`config.mk`:
```
export PLATFORM = sky130hd
export DESIGN_NAME = pipe_hazard_ctrl
export DESIGN_NICKNAME = d
export VERILOG_FILES = /design/src/rtl/cpu_ctrl_pkg.sv /design/src/rtl/hazard_scoreboard.sv /design/src/rtl/pipe_hazard_ctrl.sv
export SDC_FILE = /design/constraint.sdc
export NUM_CORES = 1
export LEC_CHECK = 0
export CORE_MARGIN = 2
export CORE_UTILIZATION = 51
export CTS_CLUSTER_SIZE = 12
export DETAILED_ROUTE_END_ITERATION = 16
export HOLD_SLACK_MARGIN = 0.06
export PLACE_DENSITY = 0.87
export SYNTH_ARGS = -nofsm -noshare
export SYNTH_HDL_FRONTEND = slang
export SYNTH_SLANG_ARGS = --single-unit
export TNS_END_PERCENT = 5
```
`constraint.sdc`:
```
create_clock -name clk -period 11.5 [get_ports clk]
set_input_delay 3.45 -clock clk [delete_from_list [all_inputs] [get_ports clk]]
set_output_delay 3.45 -clock clk [all_outputs]
set_load 0.01 [all_outputs]
```
`src/rtl/cpu_ctrl_pkg.sv`:
```
// cpu_ctrl_pkg: opcode/funct constants, pc_sel codes, FSM states and scoreboard entry type
package cpu_ctrl_pkg;
  localparam logic [5:0] OP_ARITH = 6'h00, OP_J = 6'h02, OP_JAL = 6'h03, OP_BEQ = 6'h04, OP_BNE = 6'h05;
  localparam logic [5:0] OP_ADDI = 6'h08, OP_XORI = 6'h0e, OP_LW = 6'h23, OP_SW = 6'h2b;
  localparam logic [5:0] FN_JR = 6'h08, FN_ADD = 6'h20, FN_SUB = 6'h22, FN_SLT = 6'h2a;
  localparam logic [2:0] PC_SEQ = 3'd0, PC_HOLD = 3'd1, PC_JUMP = 3'd2, PC_BRANCH = 3'd3, PC_JR = 3'd4;
  localparam logic [1:0] ST_RUN = 2'd0, ST_JR_RF = 2'd1, ST_BR_RF = 2'd2, ST_BR_EX = 2'd3;
  typedef struct packed {
    logic       wr;
    logic [4:0] dest;
    logic       load;
  } sb_entry_t;
endpackage

```
`src/rtl/hazard_scoreboard.sv`:
```
// hazard_scoreboard: RF/EX/MEM write shift register (clk, reset, entry in) with rs/rt match outputs
module hazard_scoreboard
  import cpu_ctrl_pkg::*;
(
  input  logic       clk,
  input  logic       reset,
  input  sb_entry_t  entry,
  input  logic [4:0] rs,
  input  logic [4:0] rt,
  output logic       load_rs,
  output logic       load_rt,
  output logic       busy_rs
);
  sb_entry_t sb0, sb1, sb2;
  always_ff @(posedge clk or posedge reset)
    if (reset) begin
      sb0 <= '0;
      sb1 <= '0;
      sb2 <= '0;
    end else begin
      sb0 <= entry;
      sb1 <= sb0;
      sb2 <= sb1;
    end
  assign load_rs = sb0.wr && sb0.load && sb0.dest == rs;
  assign load_rt = sb0.wr && sb0.load && sb0.dest == rt;
  assign busy_rs = (sb0.wr && sb0.dest == rs) || (sb1.wr && sb1.dest == rs) || (sb2.wr && sb2.dest == rs);
endmodule

```
`src/rtl/pipe_hazard_ctrl.sv`:
```
// pipe_hazard_ctrl: IF-stage stall/flush sequencer driving nop_sel, pc_sel, branch_taken and a saturating stall_count
module pipe_hazard_ctrl
  import cpu_ctrl_pkg::*;
#(
  parameter int CNT_W = 16
) (
  input  logic             clk,
  input  logic             reset,
  input  logic [31:0]      instr_IF,
  input  logic             ALUzero,
  output logic             nop_sel,
  output logic [2:0]       pc_sel,
  output logic             branch_taken,
  output logic [CNT_W-1:0] stall_count
);
  logic [5:0] op, fn;
  logic [4:0] rs, rt, rd, wdst;
  logic [1:0] state, nxt;
  logic is_bne, is_r, is_jr, is_br, is_j, use_rt, load_rs, load_rt, busy_rs, hold, taken, unused_shamt;
  sb_entry_t entry;
  assign op = instr_IF[31:26];
  assign rs = instr_IF[25:21];
  assign rt = instr_IF[20:16];
  assign rd = instr_IF[15:11];
  assign fn = instr_IF[5:0];
  assign unused_shamt = ^instr_IF[10:6];
  assign is_r = op == OP_ARITH;
  assign is_jr = is_r && fn == FN_JR;
  assign is_br = op == OP_BEQ || op == OP_BNE;
  assign is_j = op == OP_J || op == OP_JAL;
  assign use_rt = is_r || is_br || op == OP_SW;
  assign hold = (!is_j && load_rs) || (use_rt && load_rt) || (is_jr && busy_rs);
  assign wdst = (op == OP_LW || op == OP_ADDI || op == OP_XORI) ? rt :
                (is_r && (fn == FN_ADD || fn == FN_SUB || fn == FN_SLT)) ? rd :
                op == OP_JAL ? 5'd31 : 5'd0;
  assign entry = nop_sel ? '0 : {wdst != 5'd0, wdst, op == OP_LW};
  assign taken = is_bne ? !ALUzero : ALUzero;
  assign branch_taken = !reset && state == ST_BR_EX && taken;
  always_comb begin
    nop_sel = reset || state != ST_RUN || hold;
    pc_sel = reset ? PC_HOLD :
             state == ST_JR_RF ? PC_JR :
             state == ST_BR_EX && taken ? PC_BRANCH :
             (state != ST_RUN || hold || is_jr || is_br) ? PC_HOLD :
             is_j ? PC_JUMP : PC_SEQ;
    nxt = state == ST_BR_RF ? ST_BR_EX :
          (state != ST_RUN || hold) ? ST_RUN :
          is_jr ? ST_JR_RF : is_br ? ST_BR_RF : ST_RUN;
  end
  always_ff @(posedge clk or posedge reset)
    if (reset) begin
      state <= ST_RUN;
      is_bne <= 1'b0;
      stall_count <= '0;
    end else begin
      state <= nxt;
      if (state == ST_RUN && !hold && is_br) is_bne <= op == OP_BNE;
      if (nop_sel && !(&stall_count)) stall_count <= stall_count + CNT_W'(1);
    end
  hazard_scoreboard u_sb (
    .clk(clk), .reset(reset), .entry(entry), .rs(rs), .rt(rt),
    .load_rs(load_rs), .load_rt(load_rt), .busy_rs(busy_rs)
  );
endmodule

```
==> results.md <==
- Post-DP HPWL: about 3000 um
- Post-Syn Nets: 230
- Placed Cells: 288
- CP Data Arrival Time: 6.02 ns
- CTS H-tree lvls: 2
- R2R Setup Slk: roughly 9.3 ns
- Share of cells above drive strength 1: 0.0894
- Pin count of the biggest net entering global routing: about 40
- First-iteration detailed-routing DRC count: 48
- Via/cell ratio: 5.41
- Syn Std Cell Area: 2030 um^2
- WP data required: between 8 and 9 ns
- Crit path kind: input pin to primary output
- DR WL/cell: roughly 13 um
- Ys flop type: dfrtp_1
- Residual DRC count: 0
- Gate Count Post-Synth: ~190
- Core Box Area: approximately 3700 um^2
- Setup bufs post-CTS: 0
- Total track usage: 0.201
- Nets@finish: 283
- R2r worst-path depth: 7
- Via count: between 1500 and 2000
- Worst Setup SP: instr_IF[30]
- Die width: ~67 um
- Hold path start: u_sb.sb1[6]
- CTS tree: built
- Post-CTS Resized: 0
- Final core occ: 0.708
- Sequential area share after synthesis: 0.469
- Hold_ws: around 0.4 ns
- Synth cell types: 42
- Hold_buf cts: 0
- Clock tree buffer depth: 2
- Placed Area: ~2600 um^2
- Slew HR: 0.682
- Vias in the first global route: between 1500 and 2000
- Core Rows: 22
- Worst setup SP type: input pin
- Hold depth: 0
- Global route total overflow: 0
- # IOs: 56
- Crit path max-delay family: simple AND/OR/NAND/NOR gates
- CTS clk-pin slew, worst paths: around 0.06 ns
- RR Endpoint: stall_count[14]
- Seq cells post-synth: 38
- Root cell of the clock tree: clkbuf_8
- WL final: 3920 um
- Largest fanout on the critical path: 12
- Crit end category: primary output
- Fillers: around 290
- Status: complete, no violations
- Tcrit/Tclk final: 0.823
- Pre-CTS setup slack: approximately 2.0 ns
- Avg Cell Area, Syn: around 10 um^2
- Final setup viols: 0
- Count of flip-flops with a built-in enable after synthesis: 0
- Area grow syn2layout: 30.7%
- CP Buf/Inv Count: 2
- Detail Route Antenna Nets: 0
- Final WS setup: 2.03 ns
- Total of max-cap violations: 0
- Final number of max-transition violations: 0
- PwrDens: between 100 and 150 nW/um^2
- Max frequency: roughly 110 MHz
- Clock Latency Late Sink: 0.28 ns
- Clk sink count: 38
- Setup Skew: 0.00420 ns
- Leakage: ~1.2 nW
- Die Y: approximately 67 um
- Reg2reg start: u_sb.sb0[5]
- Initial Util: 0.542
- 1st-pass router iterations: 4
- Largest stage delay, worst path: 0.57 ns
- Fin. Hold Viols: 0
- Antenna Cells: 0
- Final Cell Area: 2650 um^2
- CTS Buf Count: 5
- WHS Endpoint: u_sb.sb2[6]
- Die ar.: roughly 4500 um^2
- GPL Wtd Cong: 0.833
- Initial antenna violation count: 0
- Setup TNS: 0 ns
- Maximum ir drop on the vdd rail: around 0.00013 V
- Non-Filler Instances: slightly below 300
- Buffers added on ports: 50
- Ordered list of cells on the worst path: clkdlybuf4s50_1 > nor4_4 > nand4_2 > o31ai_2 > o31ai_4 > nand2_1 > nor2_1 > nor2_1 > clkdlybuf4s50_1
- Design Power: around 0.38 mW
- Slowest-stage cell, CP: clkdlybuf4s50_1
- Async SR Flop Fraction: 1.00
- Synth warnings: 0
- Worst slew pin tran: around 0.48 ns
- RSZ-0062 raised after global routing: false
- Crit path time final: 9.47 ns
- Min-delay worst type: flop to flop
- First-pass GRT wire length: just under 7000 um
-- how the worst max path moves through the flow --
stage / slack, ns / to / cells after the start
final: 2.03 / pc_sel[0] / 9
after global routing: 1.79 / pc_sel[0] / 9
after CTS: 2.00 / pc_sel[0] / 9
after detailed placement: 2.01 / pc_sel[0] / 9
after global placement: 2.03 / pc_sel[0] / 9
after floorplan: 3.02 / pc_sel[0] / 6
-- flip-flops by register name, indices dropped and copies added (netlist names) --
register	flops
is_bne	1
u_sb.sb1	6
u_sb.sb2	6
u_sb.sb0	7
state	2
stall_count	16
-- metal layers --
metal  vias to the layer above  track usage  part of all wire  routed length, um
li1                        788            -                 -                  -
met1                       757        0.276              0.48               1890
met2                        42        0.308              0.46               1810
met3                         5       0.0338             0.040                155
met4                         0       0.0918             0.018                 71
met5                         -            0                 0                  0
-- power by group --
group	internal, mW	switching, mW
registers	0.153	0.0212
clock network	0.0461	0.0408
logic	0.0644	0.0556
-- worst register-to-register path, cell delays in order, from the launching register on --
cell and delay [ns]:
dfrtp_1 0.44, xor2_1 0.19, nor4_1 0.08, a311oi_1 0.41, and2_4 0.23, nand2_1 0.27, nand4_1 0.17, mux2_2 0.33
-- synthesized netlist by cell type, types with 3 or more instances --
library cell	instances	area, um^2
xor2_1	15	131
inv_1	4	15.0
nor2_1	13	48.8
nand2_1	12	45.0
xnor2_1	19	166
nor4_1	3	18.8
nor3_1	10	50.1
o21ai_0	7	35.0
nand3_1	12	60.1
nand4_2	4	50.1
a21oi_1	6	30.0
and3_1	7	43.8
dfrtp_1	38	951
and2_1	3	18.8
nand4_1	6	37.5
-- kinds of logic (layout without fill, tap and decap cells) --
logic type               Yosys count  after routing  synth area share
buffers and inverters              9             61            0.0216
flip-flops                        38             38             0.469
AO/OA/AOI/OAI                     24             24            0.0894
multiplexers                       5              5            0.0284
XOR/XNOR                          34             34             0.147
adder cells (fa/ha/maj)            1              1           0.00617
AND/OR/NAND/NOR                   83             83             0.239
-- cells in the final DEF, fill, tap and decap left out, types with 3 or more instances in the layout --
cell type / count
nor3_1: 10
o21ai_0: 7
nand4_2: 4
nand2_1: 12
xnor2_1: 19
nor2_1: 13
and2_1: 3
clkbuf_8: 6
dfrtp_1: 38
nand3_1: 12
nand4_1: 6
and3_1: 7
clkdlybuf4s50_1: 50
nor4_1: 3
inv_1: 4
xor2_1: 15
a21oi_1: 6
-- final cells by class --
type                       count  area [um^2]  share of cell area
sequential                    38          951               0.359
inverter                       4         15.0             0.00567
tap                           48         60.1              0.0227
clock buffer                   6         82.6              0.0312
timing repair buffer          51          508               0.192
multi-input combinational    147         1030               0.390
(Power assumes the default switching activity.)
